[src/rtl/shift_scheduler.sv]
// shift_scheduler: two-requester round-robin front end for a multi-cycle
// 5-bit left shifter. Each SHIFT cycle shifts by at most 3 positions, so an
// operation of total amount shamt takes ceil(shamt/3) SHIFT cycles, followed
// by a DONE state that holds the result until the consumer accepts it.
//
// Ports
//   clk, rst_n                 clock, asynchronous active-low reset
//   reqN_valid/a/shamt/ready   requester N (N=0,1) operation handshake
//   res_valid/ready            result handshake
//   res_y                      shifted result (5 bits)
//   res_ovf                    a 1 bit was shifted out of the top
//   res_id                     requester owning the result
//   busy                       high while an operation is in SHIFT or DONE
module shift_scheduler #(
  parameter int unsigned SAW = 3
) (
  input  logic           clk,
  input  logic           rst_n,
  input  logic           req0_valid,
  input  logic [4:0]     req0_a,
  input  logic [SAW-1:0] req0_shamt,
  output logic           req0_ready,
  input  logic           req1_valid,
  input  logic [4:0]     req1_a,
  input  logic [SAW-1:0] req1_shamt,
  output logic           req1_ready,
  output logic           res_valid,
  input  logic           res_ready,
  output logic [4:0]     res_y,
  output logic           res_ovf,
  output logic           res_id,
  output logic           busy
);

  typedef enum logic [1:0] {IDLE, SHIFT, DONE} state_t;

  state_t         state, state_n;
  logic [4:0]     acc, acc_n;
  logic [SAW-1:0] rem, rem_n;
  logic           ovf, ovf_n;
  logic           id, id_n;
  logic           last, last_n;
  logic [4:0]     y_q, y_n;
  logic           rovf_q, rovf_n;
  logic           rid_q, rid_n;

  logic           gnt_any;
  logic           gnt;
  logic           accept;
  logic [4:0]     a_sel;
  logic [SAW-1:0] sh_sel;
  logic [1:0]     step;
  logic [7:0]     wide;

  // Round-robin: with both pending, grant the one not served last.
  always_comb begin
    gnt_any = req0_valid | req1_valid;
    gnt     = (req0_valid && req1_valid) ? ~last : ~req0_valid;
    accept  = rst_n && (state == IDLE) && gnt_any;
    a_sel   = gnt ? req1_a : req0_a;
    sh_sel  = gnt ? req1_shamt : req0_shamt;
  end

  // Ready is gated by rst_n so it stays low while reset is held.
  assign req0_ready = accept & ~gnt;
  assign req1_ready = accept &  gnt;

  // Shifting into an 8-bit window exposes the bits pushed out of the top.
  always_comb begin
    step = (rem > SAW'(2)) ? 2'd3 : rem[1:0];
    wide = {3'b000, acc} << step;
  end

  always_comb begin
    state_n = state;
    acc_n   = acc;
    rem_n   = rem;
    ovf_n   = ovf;
    id_n    = id;
    last_n  = last;
    y_n     = y_q;
    rovf_n  = rovf_q;
    rid_n   = rid_q;
    unique case (state)
      IDLE: begin
        if (accept) begin
          acc_n = a_sel;
          rem_n = sh_sel;
          ovf_n = 1'b0;
          id_n  = gnt;
          if (sh_sel == '0) begin
            state_n = DONE;
            y_n     = a_sel;
            rovf_n  = 1'b0;
            rid_n   = gnt;
          end else begin
            state_n = SHIFT;
          end
        end
      end
      SHIFT: begin
        acc_n = wide[4:0];
        ovf_n = ovf | (|wide[7:5]);
        rem_n = rem - SAW'(step);
        // Result registers are loaded on entry to DONE so they equal acc
        // there and keep their value once the FSM leaves DONE.
        if (rem_n == '0) begin
          state_n = DONE;
          y_n     = acc_n;
          rovf_n  = ovf_n;
          rid_n   = id;
        end
      end
      DONE: begin
        if (res_ready) begin
          state_n = IDLE;
          last_n  = id;
        end
      end
      default: state_n = IDLE;
    endcase
  end

  always_ff @(posedge clk or negedge rst_n) begin
    if (!rst_n) begin
      state  <= IDLE;
      acc    <= '0;
      rem    <= '0;
      ovf    <= 1'b0;
      id     <= 1'b0;
      last   <= 1'b1;
      y_q    <= '0;
      rovf_q <= 1'b0;
      rid_q  <= 1'b0;
    end else begin
      state  <= state_n;
      acc    <= acc_n;
      rem    <= rem_n;
      ovf    <= ovf_n;
      id     <= id_n;
      last   <= last_n;
      y_q    <= y_n;
      rovf_q <= rovf_n;
      rid_q  <= rid_n;
    end
  end

  assign res_valid = (state == DONE);
  assign busy      = (state != IDLE);
  assign res_y     = y_q;
  assign res_ovf   = rovf_q;
  assign res_id    = rid_q;

endmodule

[config.mk]
export PLATFORM = sky130hd
export DESIGN_NAME = shift_scheduler
export DESIGN_NICKNAME = d
export VERILOG_FILES = /design/src/rtl/shift_scheduler.sv
export SDC_FILE = /design/constraint.sdc
export NUM_CORES = 1
export LEC_CHECK = 0
export CAP_MARGIN = 20
export CORE_ASPECT_RATIO = 1.1
export CORE_MARGIN = 1
export CORE_UTILIZATION = 40
export CTS_CLUSTER_DIAMETER = 60
export DETAILED_ROUTE_END_ITERATION = 10
export PLACE_DENSITY = 0.72
export RECOVER_POWER = 50
export SYNTH_ARGS = -nofsm -noshare
export SYNTH_HDL_FRONTEND = slang
export SYNTH_SLANG_ARGS = --single-unit
[constraint.sdc]
create_clock -name clk -period 2.2 [get_ports clk]
set_input_delay 0.44 -clock clk [delete_from_list [all_inputs] [get_ports clk]]
set_output_delay 0.44 -clock clk [all_outputs]
set_load 0.05 [all_outputs]
==> impl_metrics.ini <==
[place]
port_buffers = 31
place_area_um2 = 1640
dp_slack_ps = -123
dp_hpwl_um = 2140
dp.cells = 190
gp_routability_congestion = 0.862

[timing]
setup_viol = 0
slew_headroom_pct = 28.7
rsz0062_at_grt = false
max_freq_mhz = 484
fin_crit_sh_pct = 93.9
layout_setup_ws_ps = 135
fin_skew_ps = 8.97
min_period_ps = 2070
drv_slew = 0
worstMarginPinSlew_ps = 1070
hold_viol = 0

[synthesis]
synth-edff-count = 0
yosysUniqueCellTypes = 34
synth_nets = 145
ys_seq_area_share_pct = 40.8
syn_area_um2 = 1230
ys_warn_count = 0
syn_inst = 123
synthArstFlopShare_pct = 100
synth_seq_cells = 20
postSynthAreaPerCell_um2 = 10.0
synthFlopType = dfrtp_1

[floorplan]
rows = 20
dieArea_um2 = 3300
start_util_pct = 43.1
core_area_um2 = 2850
io_pins = 32
die_h_um = 60.2
die_w_um = 54.9

[critical_path]
crit_required_ps = 1760
path_max_fanout = 5
rr_worst_depth = 6
end_kind = primary output
crit_type = input pin to primary output
worst_setup_path_start_kind = input pin
crit_arrival_ps = 1630
reg2reg_slack_ps = 200
r2r_start = rem[2]
reg2reg_to = res_y[4]

[routing]
remaining_drc_errors = 0
viasPerCell = 5.24
routed_wirelength_um = 2810
dr.pass1.iters = 4
drt_iter0_drc = 18
num_vias = 1028
wl_per_cell_um = 14.3
ant_nets = 0

[worst_hold_path]
hp-class = flop to flop
hp-start = res_y[4]
min_to = res_y[4]
min_path_cells = 1

[grt]
grt_max_degree = 21
grt_overflow = 0
grt.total_usage_pct = 19.6
antenna_found_initial = 0
grt_pass1_wl_um = 4680
grt_pass1_vias = 1028

[power_and_ir_drop]
clockPowerShare_pct = 12.1
peakVddDrop_v = 0.000952
swShare_pct = 44.1
leakage_nw = 0.754
pwr-share-comb_pct = 61.1
powerDensity_nw_per_um2 = 1480
p_seq_share_pct = 26.8
p_sw_w = 0.00111
p_int_w = 0.00141

[finish]
diodes = 0
layout-drive-gt1-share_pct = 22.7
final_cell_area_um2 = 1700
nets = 186
final_cells = 196
layout_commonest_cell = clkdlybuf4s50_1
final_cell_mix = 27 x clkdlybuf4s50_1, 19 x dfrtp_1, 13 x mux2_2
syn_to_final_growth_pct = 38.4

[cts]
clk_latency_ps = 310
path_clk_slew_ps = 110
cts.sinks = 20
cts_buffers = 3
cts_tree = built
clock_tree.buffer_depth = 2
h-tree-depth = 1
root_buffer = clkbuf_4

[run_status]
status = finished clean

[job]
maxCapViolCount = 0
## power by group through the flow
stage / clock network, W / logic (W) / registers, W
floorplan: 0 / 0.000912 / 0.000866
global placement: 0 / 0.00151 / 0.000675
detailed placement: 0 / 0.00154 / 0.000683
CTS: 0.000319 / 0.00154 / 0.000676
finish: 0.000304 / 0.00154 / 0.000677
global route: 0.000330 / 0.00168 / 0.000705
## routing by layer
layer  wire, um  track usage (%)  part of all wire, %
met2       1460             32.0                   52
met1       1300             25.7                   46
met3         48             4.83                  1.7
met5          0                0                    0
met4          0             3.66                    0
## stage by stage
stage               total power [W]  hold WS, ps  util (%)  setup TNS [ps]
floorplan                   0.00178          144         -               0
global placement            0.00218          463      57.3            -338
detailed placement          0.00222          473      57.3            -816
CTS                         0.00254          524      59.1               0
global route                0.00271          549      59.6               0
finish                      0.00253          515      59.6               0
## layout make-up
type,instances,area [um^2]
repair buffers,41,398
fillers,253,1150
clock inverters,1,30.0
well taps,33,41.3
clock buffers,3,22.5
inverters,3,11.3
multi-input cells,95,697
flip-flops and latches,20,502
## synth_stat cells (2+ instances only)
library cell	n	share of area [%]
inv_1	3	0.92
mux2i_1	11	9.0
buf_4	2	1.2
buf_2	2	0.81
dfrtp_1	19	39
o22ai_1	3	1.5
o21ai_0	6	2.4
a21oi_1	9	3.7
nor2_1	11	3.4
nor3_1	6	2.4
nor2b_1	7	3.6
nand2_1	5	1.5
nand3_1	2	0.81
mux2_2	13	12
nand2b_1	5	2.5
## how the worst max path moves through the flow
stage                     from  cells past startpoint         end
floorplan               rem[0]                      8    res_y[4]
global placement    req1_valid                      6    res_y[3]
detailed placement  req1_valid                      6    res_y[0]
CTS                 req1_valid                      6  req1_ready
global route            rem[2]                      6    res_y[4]
finish                   rst_n                      5  req1_ready
## cell families after synthesis
group                    synth area share (%)
AND/OR/NAND/NOR                          16.9
AO/OA/AOI/OAI                            15.1
multiplexers                             23.0
flip-flops                               40.8
buffers and inverters                    3.25
adder cells (fa/ha/maj)                  1.02
## registers in the layout, indices dropped and copies added, names as in the netlist
signal,cells
acc,5
id,1
last,1
ovf,1
rem,3
res_id,1
res_ovf,1
res_y,5
state,2
## worst max-delay path: stages
cell and delay [ps]:
clkdlybuf4s50_1 530, o21ai_2 130, nor2_4 180, and2_1 200, buf_12 140
## timing repair
item	in CTS	in global routing
resized for setup	1	2
hold buffers	0	0
pin swaps	0	0
buffers inserted	0	2
endpoints found under the setup margin	1	1
gates cloned	0	0
(Power assumes the default switching activity.)
